### src/rtl/ledger_pkg.sv
// Shared types and constants for the ledger memory responder.
package ledger_pkg;

  localparam int unsigned LEDGER_DATA_W = 48;
  localparam int unsigned LEDGER_LANE_W = 16;
  localparam int unsigned NUM_LANES     = LEDGER_DATA_W / LEDGER_LANE_W;

  localparam logic ACCESS_WORD = 1'b0;
  localparam logic ACCESS_LANE = 1'b1;

  typedef logic [LEDGER_DATA_W-1:0] ledger_word_t;
  typedef logic [1:0]               lane_t;

  typedef enum logic [1:0] {IDLE, WRITE, ACK, READ} mem_state_t;

endpackage

### src/rtl/ledger_memory_if.sv
// Controller <-> ledger memory access bus. Parity signals exist only when
// LEDGER_MEMORY_PARITY_EN is defined.
interface ledger_memory_if
  import ledger_pkg::*;
#(
  parameter int unsigned ADDR_W = 2,
  parameter int unsigned DATA_W = LEDGER_DATA_W
);
  logic              write_enable;
  logic              access_type;
  lane_t             lane;
  logic [ADDR_W-1:0] address;
  logic [DATA_W-1:0] data_in;
  logic              read_req;
  logic [DATA_W-1:0] data_out;
  logic              read_valid;
  logic              write_ack;
  logic              busy;
`ifdef LEDGER_MEMORY_PARITY_EN
  logic              inject_parity;
  logic              parity_error;

  modport master (
    output write_enable, access_type, lane, address, data_in, read_req, inject_parity,
    input  data_out, read_valid, write_ack, busy, parity_error
  );
  modport slave (
    input  write_enable, access_type, lane, address, data_in, read_req, inject_parity,
    output data_out, read_valid, write_ack, busy, parity_error
  );
`else
  modport master (
    output write_enable, access_type, lane, address, data_in, read_req,
    input  data_out, read_valid, write_ack, busy
  );
  modport slave (
    input  write_enable, access_type, lane, address, data_in, read_req,
    output data_out, read_valid, write_ack, busy
  );
`endif
endinterface

### src/rtl/ledger_lat_counter.sv
// Loadable latency down-counter; o_done flags the final count of a phase.
module ledger_lat_counter #(
  parameter int unsigned CNT_W = 4
) (
  input  logic             clock,
  input  logic             reset,
  input  logic             i_load,
  input  logic [CNT_W-1:0] i_value,
  input  logic             i_dec,
  output logic             o_done
);

  logic [CNT_W-1:0] r_count;

  always_ff @(posedge clock or posedge reset) begin
    if (reset)
      r_count <= '0;
    else if (i_load)
      r_count <= i_value;
    else if (i_dec && (r_count != '0))
      r_count <= r_count - 1'b1;
  end

  assign o_done = (r_count == '0);

endmodule

### src/rtl/ledger_memory.sv
// Slow ledger memory responder with fixed write/read latencies.
// Optional per-word even parity: define LEDGER_MEMORY_PARITY_EN.
module ledger_memory
  import ledger_pkg::*;
#(
  parameter int unsigned ADDR_W = 2,
  parameter int unsigned DATA_W = LEDGER_DATA_W,
  parameter int unsigned LANE_W = LEDGER_LANE_W,
  parameter int unsigned WR_LAT = 7,
  parameter int unsigned RD_LAT = 2
) (
  input logic            clock,
  input logic            reset,
  ledger_memory_if.slave bus
);

  localparam int unsigned DEPTH   = 2 ** ADDR_W;
  localparam int unsigned LANES   = DATA_W / LANE_W;
  localparam int unsigned MAX_LAT = (WR_LAT > RD_LAT) ? WR_LAT : RD_LAT;
  localparam int unsigned CNT_W   = $clog2(MAX_LAT) + 1;
  localparam logic [CNT_W-1:0] WR_LOAD = CNT_W'(WR_LAT - 1);
  localparam logic [CNT_W-1:0] RD_LOAD = CNT_W'(RD_LAT - 1);

  mem_state_t        r_state;
  logic [ADDR_W-1:0] r_addr;
  logic [DATA_W-1:0] r_data;
  logic              r_type;
  lane_t             r_lane;
  logic [DATA_W-1:0] r_data_out;
  logic              r_read_valid;
  logic              r_write_ack;
  logic              r_busy;
  logic [DATA_W-1:0] r_mem [DEPTH];

  logic              w_done;
  logic              w_load;
  logic              w_dec;
  logic [CNT_W-1:0]  w_value;
  logic              w_commit;
  logic              w_rdone;
  logic [DATA_W-1:0] w_new_word;

  assign w_commit = (r_state == WRITE) && w_done;
  assign w_rdone  = (r_state == READ) && w_done;

  // IDLE preloads the phase length; leaving WRITE/READ reloads zero.
  always_comb begin
    w_load  = 1'b0;
    w_dec   = 1'b0;
    w_value = '0;
    unique case (r_state)
      IDLE: begin
        w_load  = 1'b1;
        w_value = bus.write_enable ? WR_LOAD : (bus.read_req ? RD_LOAD : '0);
      end
      WRITE, READ: begin
        w_load = w_done;
        w_dec  = ~w_done;
      end
      default: ;
    endcase
  end

  ledger_lat_counter #(.CNT_W(CNT_W)) u_lat (
    .clock  (clock),
    .reset  (reset),
    .i_load (w_load),
    .i_value(w_value),
    .i_dec  (w_dec),
    .o_done (w_done)
  );

  always_comb begin
    w_new_word = r_mem[r_addr];
    if (r_type == ACCESS_WORD)
      w_new_word = r_data;
    else
      for (int unsigned l = 0; l < LANES; l++)
        if (32'(r_lane) == l)
          w_new_word[l*LANE_W +: LANE_W] = r_data[LANE_W-1:0];
  end

  always_ff @(posedge clock or posedge reset) begin
    if (reset) begin
      r_state      <= IDLE;
      r_addr       <= '0;
      r_data       <= '0;
      r_type       <= ACCESS_WORD;
      r_lane       <= '0;
      r_data_out   <= '0;
      r_read_valid <= 1'b0;
      r_write_ack  <= 1'b0;
      r_busy       <= 1'b0;
      for (int unsigned i = 0; i < DEPTH; i++) r_mem[ADDR_W'(i)] <= '0;
    end else begin
      r_read_valid <= 1'b0;
      r_write_ack  <= 1'b0;
      unique case (r_state)
        IDLE: begin
          if (bus.write_enable) begin
            r_addr  <= bus.address;
            r_data  <= bus.data_in;
            r_type  <= bus.access_type;
            r_lane  <= bus.lane;
            r_busy  <= 1'b1;
            r_state <= WRITE;
          end else if (bus.read_req) begin
            r_addr  <= bus.address;
            r_busy  <= 1'b1;
            r_state <= READ;
          end
        end
        WRITE: begin
          if (w_commit) begin
            r_mem[r_addr] <= w_new_word;
            r_write_ack   <= 1'b1;
            r_state       <= ACK;
          end
        end
        ACK: begin
          r_busy  <= 1'b0;
          r_state <= IDLE;
        end
        READ: begin
          if (w_rdone) begin
            r_data_out   <= r_mem[r_addr];
            r_read_valid <= 1'b1;
            r_busy       <= 1'b0;
            r_state      <= IDLE;
          end
        end
        default: r_state <= IDLE;
      endcase
    end
  end

  assign bus.data_out   = r_data_out;
  assign bus.read_valid = r_read_valid;
  assign bus.write_ack  = r_write_ack;
  assign bus.busy       = r_busy;

`ifdef LEDGER_MEMORY_PARITY_EN
  logic r_par [DEPTH];
  logic r_parity_error;

  always_ff @(posedge clock or posedge reset) begin
    if (reset) begin
      r_parity_error <= 1'b0;
      for (int unsigned i = 0; i < DEPTH; i++) r_par[ADDR_W'(i)] <= 1'b0;
    end else begin
      r_parity_error <= 1'b0;
      if (w_commit)
        r_par[r_addr] <= (^w_new_word) ^ bus.inject_parity;
      if (w_rdone)
        r_parity_error <= (^r_mem[r_addr]) ^ r_par[r_addr];
    end
  end

  assign bus.parity_error = r_parity_error;
`endif

endmodule

### src/flat_wrapper.sv
// flat-port wrapper written by rule: the top's interface ports become plain ports
module ledger_memory_flat import ledger_pkg::*;
#(
  parameter int unsigned ADDR_W = 2,
  parameter int unsigned DATA_W = LEDGER_DATA_W,
  parameter int unsigned LANE_W = LEDGER_LANE_W,
  parameter int unsigned WR_LAT = 7,
  parameter int unsigned RD_LAT = 2
)
  (clock, reset, bus_write_enable, bus_access_type, bus_lane, bus_address, bus_data_in, bus_read_req, bus_data_out, bus_read_valid, bus_write_ack, bus_busy);
  ledger_memory_if #(.ADDR_W(ADDR_W), .DATA_W(DATA_W)) bus_i ();
  input logic clock;
  input logic reset;
  input wire logic [$bits(bus_i.write_enable)-1:0] bus_write_enable;
  input wire logic [$bits(bus_i.access_type)-1:0] bus_access_type;
  input wire logic [$bits(bus_i.lane)-1:0] bus_lane;
  input wire logic [$bits(bus_i.address)-1:0] bus_address;
  input wire logic [$bits(bus_i.data_in)-1:0] bus_data_in;
  input wire logic [$bits(bus_i.read_req)-1:0] bus_read_req;
  output wire logic [$bits(bus_i.data_out)-1:0] bus_data_out;
  output wire logic [$bits(bus_i.read_valid)-1:0] bus_read_valid;
  output wire logic [$bits(bus_i.write_ack)-1:0] bus_write_ack;
  output wire logic [$bits(bus_i.busy)-1:0] bus_busy;
  assign bus_i.write_enable = bus_write_enable;
  assign bus_i.access_type = bus_access_type;
  assign bus_i.lane = bus_lane;
  assign bus_i.address = bus_address;
  assign bus_i.data_in = bus_data_in;
  assign bus_i.read_req = bus_read_req;
  assign bus_data_out = bus_i.data_out;
  assign bus_read_valid = bus_i.read_valid;
  assign bus_write_ack = bus_i.write_ack;
  assign bus_busy = bus_i.busy;
  ledger_memory #(.ADDR_W(ADDR_W), .DATA_W(DATA_W), .LANE_W(LANE_W), .WR_LAT(WR_LAT), .RD_LAT(RD_LAT)) u_core (.clock(clock), .reset(reset), .bus(bus_i));
endmodule
### config.mk
export PLATFORM = sky130hd
export DESIGN_NAME = ledger_memory_flat
export DESIGN_NICKNAME = d
export VERILOG_FILES = /design/src/rtl/ledger_pkg.sv /design/src/rtl/ledger_memory_if.sv /design/src/rtl/ledger_lat_counter.sv /design/src/rtl/ledger_memory.sv /design/src/flat_wrapper.sv
export SDC_FILE = /design/constraint.sdc
export NUM_CORES = 1
export LEC_CHECK = 0
export CAP_MARGIN = 25
export CELL_PAD_IN_SITES_DETAIL_PLACEMENT = 0
export CELL_PAD_IN_SITES_GLOBAL_PLACEMENT = 2
export CORE_ASPECT_RATIO = 1.25
export CORE_MARGIN = 4
export CORE_UTILIZATION = 30
export CTS_BUF_LIST = sky130_fd_sc_hd__clkbuf_8 sky130_fd_sc_hd__clkbuf_16
export DETAILED_ROUTE_END_ITERATION = 16
export PLACE_DENSITY = 0.66
export SETUP_SLACK_MARGIN = 0.1
export SYNTH_ARGS = -nofsm -noshare
export SYNTH_HDL_FRONTEND = slang
export SYNTH_SLANG_ARGS = --single-unit
### constraint.sdc
create_clock -name clock -period 10.8 [get_ports clock]
set_input_delay 2.16 -clock clock [delete_from_list [all_inputs] [get_ports clock]]
set_output_delay 2.16 -clock clock [all_outputs]
set_load 0.01 [all_outputs]
==> results of run 1 <==
-- report_power, final --
group          internal, W  switching, W  leakage [nW]
Sequential         0.00157      0.000375          3.91
Clock             0.000777      0.000473         0.615
Combinational     0.000836       0.00121          2.45
-- state kept, by name, indices dropped and copies added (netlist names) --
name                   flops
u_core.bus.busy            1
u_core.bus.data_out       48
u_core.bus.read_valid      1
u_core.bus.write_ack       1
u_core.r_addr              2
u_core.r_data             48
u_core.r_lane              2
u_core.r_mem             192
u_core.r_state             2
u_core.r_type              1
u_core.u_lat.r_count       4
-- metal layers --
layer / wire (µm) / GRT usage
met5: 0 / 0
met4: 1150 / 0.0504
met3: 2500 / 0.0328
met2: 20100 / 0.267
met1: 19500 / 0.238
-- path summary, 6_finish.rpt --
kind / end / slack (ns) / cells past startpoint
max: u_core.r_addr[0] / 6.96 / 3
min: u_core.r_mem[179] / 0.49 / 2
max reg2reg: u_core.r_mem[115] / 7.20 / 4
min reg2reg: u_core.r_mem[179] / 0.49 / 2
max in group clock: u_core.r_mem[115] / 7.20 / 4
min in group asynchronous: u_core.bus.read_valid / 2.20 / 2
-- worst max-delay path, stage by stage --
cell                              delay, ns
sky130_fd_sc_hd__clkdlybuf4s50_1       0.50
sky130_fd_sc_hd__inv_8                 0.59
sky130_fd_sc_hd__buf_12                0.75
-- cells by family (layout without fill, tap and decap cells) --
logic type      count (synthesis)  count (layout)  share of synthesized area
flops                         302             302                      0.543
compound gates                394             394                      0.186
other cells                     0               1                          0
fa+ha+maj                       1               1                   0.000898
mux                           184             184                      0.184
simple gates                   90              90                     0.0414
xor+xnor                        1               1                   0.000629
buf+inv                       134             205                     0.0438
-- cell type report --
class / instances / area, µm²
Clock inverter: 16 / 203
Sequential cell: 302 / 7560
Inverter: 23 / 93.8
Antenna cell: 1 / 2.50
Tap cell: 585 / 732
Fill cell: 4543 / 29500
Multi-Input combinational cell: 670 / 5760
Clock buffer: 43 / 1010
Timing Repair Buffer: 123 / 1210
-- synth_stat cells (2+ instances only) --
| cell type | instances |
|---|---|
| sky130_fd_sc_hd__mux4_2 | 48 |
| sky130_fd_sc_hd__nand2b_1 | 4 |
| sky130_fd_sc_hd__and3b_1 | 32 |
| sky130_fd_sc_hd__buf_4 | 2 |
| sky130_fd_sc_hd__buf_6 | 9 |
| sky130_fd_sc_hd__or4_4 | 2 |
| sky130_fd_sc_hd__inv_1 | 23 |
| sky130_fd_sc_hd__nor2_1 | 38 |
| sky130_fd_sc_hd__o22ai_1 | 3 |
| sky130_fd_sc_hd__clkbuf_1 | 70 |
| sky130_fd_sc_hd__o21ai_0 | 184 |
| sky130_fd_sc_hd__nor3_1 | 2 |
| sky130_fd_sc_hd__o21a_1 | 2 |
| sky130_fd_sc_hd__dfrtp_1 | 302 |
| sky130_fd_sc_hd__a211oi_1 | 16 |
| sky130_fd_sc_hd__o41ai_1 | 32 |
| sky130_fd_sc_hd__or2_1 | 3 |
| sky130_fd_sc_hd__mux2_2 | 101 |
| sky130_fd_sc_hd__mux2i_1 | 35 |
| sky130_fd_sc_hd__buf_2 | 26 |
| sky130_fd_sc_hd__buf_1 | 4 |
| sky130_fd_sc_hd__o31ai_1 | 128 |
| sky130_fd_sc_hd__a211oi_2 | 16 |
| sky130_fd_sc_hd__a21oi_1 | 3 |
| sky130_fd_sc_hd__o21ai_1 | 8 |
-- stage by stage --
stage                     total power, W  worst slack [ns]   util  instance area [µm²]  std cells
after global placement           0.00401              6.26  0.333                15300       1702
after detailed placement         0.00403              6.26  0.333                15300       1702
after CTS                        0.00530              6.83  0.360                16600       1761
final                            0.00524              6.96  0.360                16600       1763
after global routing             0.00557              6.55  0.360                16600       1762
after floorplan                  0.00327             0.294      -                13900       1106
==> metrics.md, run 1 <==
| Metric | Value |
|---|---|
| Run status | completed |
| Part of the cycle the worst path needs | 0.355 |
| Number of global-route vias before repair | slightly above 10000 |
| Leakage power of the design | approximately 7 nW |
| Crit Path Class | input pin to async pin |
| Number of max-cap violations | 0 |
| Cells after synthesis | 1106 |
| Post-cts resize count | 0 |
| CTS tree | yes |
| Flip-flop and latch count after synthesis | 302 |
| GP Congestion | 0.716 |
| Post-detailed-route DRC marker count | 0 |
| Initial core utilization | 0.303 |
| Main synth FF type | sky130_fd_sc_hd__dfrtp_1 |
| Post-synth top area cell | sky130_fd_sc_hd__dfrtp_1 |
| Overall global routing resource usage | 0.169 |
| IO buf count | 107 |
| Startpoint of the worst-slack reg-to-reg timing path | u_core.r_addr[0] |
| Number of routed nets with antenna violations | 0 |
| DR vias | 9769 |
| I/O Pins | between 100 and 150 |
| Leading cell types by total area after synthesis | sky130_fd_sc_hd__dfrtp_1, sky130_fd_sc_hd__mux2_2, sky130_fd_sc_hd__mux4_2, sky130_fd_sc_hd__o31ai_1, sky130_fd_sc_hd__o21ai_0 |
| Peak clock frequency supported by timing | 0.261 GHz |
| Quantity of hold-fixing buffers added after cts | 0 |
| Worst hold slack | 0.493 ns |
| Total negative slack | 0 ns |
| Final setup skew | 0.00764 ns |
| Post-synth net total | 1164 |
| Startpoint type of the worst setup path | input pin |
| Buffers inserted by post-CTS timing repair | 0 |
| Critical path arrival | 4.21 ns |
| Clock sink count | 302 |
| Maximum number of pins on one net before global-route repair | ~180 |
| Area share of the largest cell type after synthesis | 0.543 |
| Clock latency on the worst-skew pair | 0.52 ns |
| Commonest cells after routing, fill and taps aside | sky130_fd_sc_hd__dfrtp_1, sky130_fd_sc_hd__o21ai_0, sky130_fd_sc_hd__o31ai_1, sky130_fd_sc_hd__clkdlybuf4s50_1, sky130_fd_sc_hd__mux2_2 |
| Routed WL per cell | 24.5 µm |
| Sequential cell area fraction in the yosys report | 0.543 |
| Number of max-slew violations in the final report | 0 |
| Pin slew with the least headroom to its limit | 1.06 ns |
| Total iterations of the first detailed-routing run | 5 |
| Nets@finish | 1212 |
| Die W | 201 µm |
| Max_slew headroom | 0.296 |
| HPWL after detailed placement | 24100 µm |
| Max H-tree Level | 2 |
| Area of the core | 0.0460 mm² |
| Clock buffers created by TritonCTS | 34 |
| Final min period | 3.84 ns |
| Setup repair after global routing missed its margin | false |
| Aggregate global routing overflow | 0 |
| Post-synth EDFFs | 0 |
| Data required time at the worst endpoint | 11.17 ns |
| Total wire length after detailed routing | approximately 43000 µm |
| Kind of capture point of the worst setup path | async pin |
| Cell area after technology mapping | 0.0139 mm² |
| Total power density per cell area | 316 mW/mm² |
| Tightest Hold Check Type | register to register |
| Clock tree buffer depth | 3 |
| Die Ht | approximately 250 µm |
| Worst IR Drop VDD | 187 µV |
| Violation count after the first detailed-route iteration | 836 |
| Launch point of the worst path | reset |
| Fraction of final layout cells sized beyond drive strength 1 | 0.212 |
| Distinct cell type count of the synthesized netlist | 38 |
| Most common cell after layout, fill and taps aside | sky130_fd_sc_hd__dfrtp_1 |
| Setup violations, final | 0 |
| Layout area overhead | 19.0% |
| Ys async rst share | 1.00 |
| Yosys warning count | 0 |
| Number of antenna violations at the first check in global routing | 2 |
| Clock Tree Root | sky130_fd_sc_hd__clkbuf_16 |
| Min-delay src | u_core.r_mem[179] |
| Average via count per standard cell | around 5.5 |
| Clock-pin slew on the worst setup and hold paths | 0.06 ns |
| # rows | 88 |
| Syn Area/Cell | 12.6 µm² |
| Global-route wire length before repair | about 66000 µm |
| Largest fanout on the critical path | 183 |
| Die ar. | approximately 0.05 mm² |
| Final Hold Vio Count | 0 |
Note: power is estimated with default switching activity, not from simulation.
==> run 2: changes to the inputs <==
Clock period 10.8 ns to 3.4 ns, I/O delays scaled along.
==> metrics.md, run 2 (synthesized netlist as in run 1, its figures left out) <==
| Metric | Value |
|---|---|
| Run status | completed |
| Clock buffers created by TritonCTS | 35 (+2.9%) |
| Final setup skew | 0.0129 ns (+0.00527 ns) |
| Setup violations, final | 0 (unchanged) |
| Total iterations of the first detailed-routing run | 5 (unchanged) |
| Total power density per cell area | 986 mW/mm² (+210%) |
| DR vias | 9742 (-0.28%) |
| Final Hold Vio Count | 0 (unchanged) |
| Crit Path Class | register to register |
| Kind of capture point of the worst setup path | register |
| Buffers inserted by post-CTS timing repair | 0 (unchanged) |
| Overall global routing resource usage | 0.171 (+0.00171) |
| IO buf count | 107 (unchanged) |
| CP max-delay cell | sky130_fd_sc_hd__dfrtp_4 |
| Maximum number of pins on one net before global-route repair | 141 (-23%) |
| Bufs and invs on worst path | 2 (-1) |
| Wire length on met3 | 2290 µm (-8.4%) |
| Leakage power of the design | 7.03 nW (+0.83%) |
| Area of the core | 0.0460 mm² (unchanged) |
| Pin slew with the least headroom to its limit | 1.08 ns (+0.0284 ns) |
| Quantity of hold-fixing buffers added after cts | 0 (unchanged) |
| Total wire length after detailed routing | 43100 µm (-0.40%) |
| Aggregate global routing overflow | 0 (unchanged) |
| Clock-pin slew on the worst setup and hold paths | 0.06 ns (about the same) |
| Average via count per standard cell | 5.49 (-1.0%) |
| Total power consumption of the routed design | 0.0164 W (+210%) |
| Routed WL per cell | 24.3 µm (-1.1%) |
| Max stage delay on crit path | 0.85 ns (+0.10 ns) |
| Die W | 201 µm (unchanged) |
| Register name with the most flops | u_core.r_mem |
| Die ar. | 0.0500 mm² (unchanged) |
| Register area | 0.00756 mm² (unchanged) |
| Top Layer Used | met4 |
| Crit-path leading delay family | flip-flops |
| HPWL after detailed placement | 25300 µm (+5.0%) |
| Number of max-slew violations in the final report | 0 (unchanged) |
| Final min period | 2.59 ns |
| Number of routed nets with antenna violations | 0 (unchanged) |
| Data required time at the worst endpoint | 3.76 ns (-7.41 ns) |
| Part of the cycle the worst path needs | 0.762 |
| Most common cell after layout, fill and taps aside | sky130_fd_sc_hd__dfrtp_1 |
| Initial core utilization | 0.303 (unchanged) |
| Peak clock frequency supported by timing | 0.386 GHz |
| Number of fillers in the final layout | 4533 (-0.22%) |
| Setup repair after global routing missed its margin | false |
| GP Congestion | 0.756 (+5.7%) |
| Largest fanout on the critical path | 32 (-83%) |
| Area of combinational cells with multiple inputs | 0.00576 mm² (unchanged) |
| Post-detailed-route DRC marker count | 0 (unchanged) |
| Met1 routed wirelength after detailed routing | 19400 µm (-0.30%) |
| Max_slew headroom | 0.277 (-0.0189) |
| Number of global-route vias before repair | 10562 (+2.6%) |
| Clock Tree Root | sky130_fd_sc_hd__clkbuf_16 |
| Startpoint type of the worst setup path | register |
| Placed instance count | 1717 (+0.88%) |
| Critical path arrival | 2.95 ns (-1.26 ns) |
| Violation count after the first detailed-route iteration | 750 (-10%) |
| Number of flip-flops under the largest register name | 192 (unchanged) |
| Critical Path, Cell by Cell | buf_4 -> buf_4 -> mux4_2 -> a211oi_2 -> o31ai_1 |
| Number of max-cap violations | 0 (unchanged) |
| Nets@finish | 1227 (+1.2%) |
| Clock sink count | 302 (unchanged) |
| # rows | 88 (unchanged) |
| Max H-tree Level | 2 (unchanged) |
| Number of antenna violations at the first check in global routing | 2 (unchanged) |
| Worst IR Drop VDD | 462 µV (+150%) |
| WL met2 | 20600 µm (+2.4%) |
| Total negative slack | 0 ns (unchanged) |
| I/O Pins | 108 (unchanged) |
| Global-route wire length before repair | 67200 µm (+1.4%) |
| Non-filler instance count after layout | 1776 (+0.74%) |
| Post-cts resize count | 0 (unchanged) |
| Tightest Hold Check Type | register to register |
| Die Ht | 249 µm (unchanged) |
| Clock latency on the worst-skew pair | 0.52 ns (about the same) |
| Clock tree buffer depth | 3 (unchanged) |
| Most frequent cell on the critical path | sky130_fd_sc_hd__buf_4 |
| Fraction of final layout cells sized beyond drive strength 1 | 0.214 (+0.00207) |
| Layout area overhead | 19.5% |
| CTS tree | yes |
| Commonest cells after routing, fill and taps aside | sky130_fd_sc_hd__dfrtp_1, sky130_fd_sc_hd__o21ai_0, sky130_fd_sc_hd__o31ai_1, sky130_fd_sc_hd__clkdlybuf4s50_1, sky130_fd_sc_hd__mux2_2 |
==> run 2: power by group <==
part	internal (W)	switching, W	total (W)
combinational	0.00276	0.00384	0.00660
clock	0.00211	0.00148	0.00358
sequential	0.00498	0.00124	0.00623
==> run 2: per-stage QoR <==
step	hold slack, ns	worst slack, ns	util	area [µm²]
floorplan	0.455	-1.30	-	13900
finish	0.491	0.810	0.362	16600
detailed placement	0.478	0.768	0.338	15600
global placement	0.467	0.786	0.338	15600
CTS	0.492	0.759	0.362	16600
global route	0.519	0.622	0.362	16600
==> run 2: cell type report <==
cell class,count,area share
repair buffers,137,0.0846
diodes,2,0.000301
clock inverters,13,0.00368
well taps,585,0.0440
multi-input cells,670,0.346
clock buffers,44,0.0614
inverters,23,0.00541
flip-flops and latches,302,0.454
==> run 2: routing by layer <==
| layer | GRT usage | vias up |
|---|---|---|
| met5 | 0 | - |
| met4 | 0.0376 | 0 |
| met3 | 0.0315 | 48 |
| met2 | 0.280 | 269 |
| met1 | 0.238 | 5065 |
| li1 | - | 4360 |
==> run 2: path summary, 6_finish.rpt <==
path	start	end	slack (ns)	cells past startpoint
max	u_core.r_addr[0]	u_core.r_mem[112]	0.81	5
min	u_core.r_mem[179]	u_core.r_mem[179]	0.49	2
max reg2reg	u_core.r_addr[0]	u_core.r_mem[112]	0.81	5
min reg2reg	u_core.r_mem[179]	u_core.r_mem[179]	0.49	2
max in group asynchronous	reset	u_core.r_addr[0]	1.97	4
min in group asynchronous	reset	u_core.r_mem[145]	0.63	3
==> run 2: worst register-to-register path: stages (launching register included) <==
cell and delay (ns):
sky130_fd_sc_hd__dfrtp_4 0.85, sky130_fd_sc_hd__buf_4 0.32, sky130_fd_sc_hd__buf_4 0.23, sky130_fd_sc_hd__mux4_2 0.55, sky130_fd_sc_hd__a211oi_2 0.37, sky130_fd_sc_hd__o31ai_1 0.12
==> run 3: changes to the inputs <==
Settings changed: PLACE_DENSITY 0.66 to 0.64.
Clock period 3.4 ns to 2.5 ns, I/O delays scaled along.
==> metrics.md, run 3 (synthesized netlist as in run 1, its figures left out) <==
| Metric | Value |
|---|---|
| Non-filler instance count after layout | 1811 (+2.0%) |
| Clock tree buffer depth | 3 (unchanged) |
| IO buf count | 107 (unchanged) |
| Crit Path Class | register to register |
| Critical path arrival | 2.63 ns (-0.32 ns) |
| Register name with the most flops | u_core.r_mem |
| Pre-CTS setup slack | 0.204 ns (-0.564 ns) |
| Worst IR Drop VDD | 782 µV (+69%) |
| Nets@finish | 1262 (+2.9%) |
| Leakage power of the design | 7.25 nW (+3.1%) |
| Startpoint type of the worst setup path | register |
| Total wire length after detailed routing | 44000 µm (+2.0%) |
| Number of flip-flops under the largest register name | 192 (unchanged) |
| Violation count after the first detailed-route iteration | 745 (-0.67%) |
| Setup violations, final | 0 (unchanged) |
| Clock buffers created by TritonCTS | 35 (unchanged) |
| Clock latency on the worst-skew pair | 0.52 ns (about the same) |
| Data required time at the worst endpoint | 2.92 ns (-0.84 ns) |
| Pin slew with the least headroom to its limit | 0.780 ns (-0.303 ns) |
| CTS tree | yes |
| Die Ht | 249 µm (unchanged) |
| Clock sink count | 302 (unchanged) |
| Max_slew headroom | 0.480 (+0.202) |
| Run status | completed |
| Aggregate global routing overflow | 0 (unchanged) |
| Number of antenna repair diodes | 0 (-2) |
| Routed WL per cell | 24.3 µm (about the same) |
| Total iterations of the first detailed-routing run | 4 (-1) |
| Final Hold Vio Count | 0 (unchanged) |
| Number of routed nets with antenna violations | 0 (unchanged) |
| Post-detailed-route DRC marker count | 0 (unchanged) |
| Most common cell after layout, fill and taps aside | sky130_fd_sc_hd__dfrtp_1 |
| Die ar. | 0.0500 mm² (unchanged) |
| Total power density per cell area | 1340 mW/mm² (+36%) |
| DR vias | 9980 (+2.4%) |
| Fraction of final layout cells sized beyond drive strength 1 | 0.239 (+0.0254) |
| Number of global-route vias before repair | 10521 (-0.39%) |
| Quantity of hold-fixing buffers added after cts | 0 (unchanged) |
| Max H-tree Level | 2 (unchanged) |
| Post-route cell area | 0.0171 mm² (+2.5%) |
| Clock Tree Root | sky130_fd_sc_hd__clkbuf_16 |
| Global-route wire length before repair | 68200 µm (+1.5%) |
| Area of the core | 0.0460 mm² (unchanged) |
| Average via count per standard cell | 5.51 (+0.46%) |
| Tightest Hold Check Type | input pin to async pin |
| GP Congestion | 0.737 (-2.5%) |
| Number of max-cap violations | 0 (unchanged) |
| Part of the cycle the worst path needs | 0.881 (+0.119) |
| Setup repair after global routing missed its margin | false |
| Initial core utilization | 0.303 (unchanged) |
| HPWL after detailed placement | 26400 µm (+4.4%) |
| Kind of capture point of the worst setup path | register |
| Final setup skew | 0.0116 ns (-0.00128 ns) |
| Clock-pin slew on the worst setup and hold paths | 0.06 ns (about the same) |
| Overall global routing resource usage | 0.174 (+0.00267) |
| Commonest cells after routing, fill and taps aside | sky130_fd_sc_hd__dfrtp_1, sky130_fd_sc_hd__o21ai_0, sky130_fd_sc_hd__o31ai_1, sky130_fd_sc_hd__clkdlybuf4s50_1, sky130_fd_sc_hd__mux2_2 |
| Total power consumption of the routed design | 0.0229 W (+40%) |
| # rows | 88 (unchanged) |
| Number of max-slew violations in the final report | 0 (unchanged) |
| Number of antenna violations at the first check in global routing | 3 (+1) |
| Largest fanout on the critical path | 31 (-3.1%) |
| Die W | 201 µm (unchanged) |
| Final min period | 2.20 ns (-0.387 ns) |
| DP Area | 0.0159 mm² (+2.0%) |
| Layout area overhead | 22.5% |
| Setup slack of the critical path after layout | 0.297 ns (-0.513 ns) |
| Maximum number of pins on one net before global-route repair | 101 (-28%) |
| Peak clock frequency supported by timing | 0.454 GHz (+18%) |
| Placed instance count | 1742 (+1.5%) |
| I/O Pins | 108 (unchanged) |
## run 3: repair_timing
item | in CTS | in global routing
gates resized for setup | 0 | 2
endpoints found under the setup margin | 0 | 21
buffers inserted | 0 | 10
## run 3: final timing paths
check / from / endpoint / slack [ns] / cells after the start
setup / recovery: u_core.u_lat.r_count[0] / u_core.r_mem[114] / 0.30 / 6
hold / removal: reset / u_core.r_mem[66] / 0.38 / 3
setup reg to reg: u_core.u_lat.r_count[0] / u_core.r_mem[114] / 0.30 / 6
hold reg to reg: u_core.r_mem[27] / u_core.r_mem[27] / 0.49 / 2
max in group asynchronous: reset / u_core.bus.data_out[46] / 1.49 / 4
min in group clock: u_core.r_mem[27] / u_core.r_mem[27] / 0.49 / 2
## run 3: routing by layer
metal,up-vias,part of all wire,GRT usage
li1,4422,-,-
met1,5238,0.47,0.249
met2,272,0.47,0.276
met3,48,0.047,0.0322
met4,0,0.017,0.0390
met5,-,0,0
## run 3: power by group
group | switching [W] | internal (W)
clock network | 0.00204 | 0.00293
registers | 0.00147 | 0.00678
logic | 0.00549 | 0.00420
total | 0.00900 | 0.0139
## run 3: cell type report
type / instances / area, µm²
well taps: 585 / 732
clock buffers: 46 / 1050
flip-flops and latches: 302 / 7560
repair buffers: 172 / 1780
inverters: 23 / 90.1
fillers: 4504 / 29000
multi-input cells: 670 / 5780
clock inverters: 13 / 58.8
## run 3: through the flow
| stage | TNS, ns | utilization | hold WS, ns |
|---|---|---|---|
| 6_report | 0 | 0.371 | 0.383 |
| 5_1_grt | 0 | 0.371 | 0.399 |
| 4_1_cts | 0 | 0.369 | 0.365 |
| 3_5_place_dp | 0 | 0.345 | 0.475 |
| 3_3_place_gp | 0 | 0.345 | 0.468 |
| 2_1_floorplan | -608.54 | - | 0.455 |
## run 3: critical path, cell delays in order (launching register included)
cell,delay [ns]
sky130_fd_sc_hd__dfrtp_1,0.41
sky130_fd_sc_hd__inv_1,0.07
sky130_fd_sc_hd__ha_1,0.20
sky130_fd_sc_hd__nand3b_1,0.23
sky130_fd_sc_hd__or4_4,0.54
sky130_fd_sc_hd__buf_4,0.32
sky130_fd_sc_hd__o31ai_1,0.31
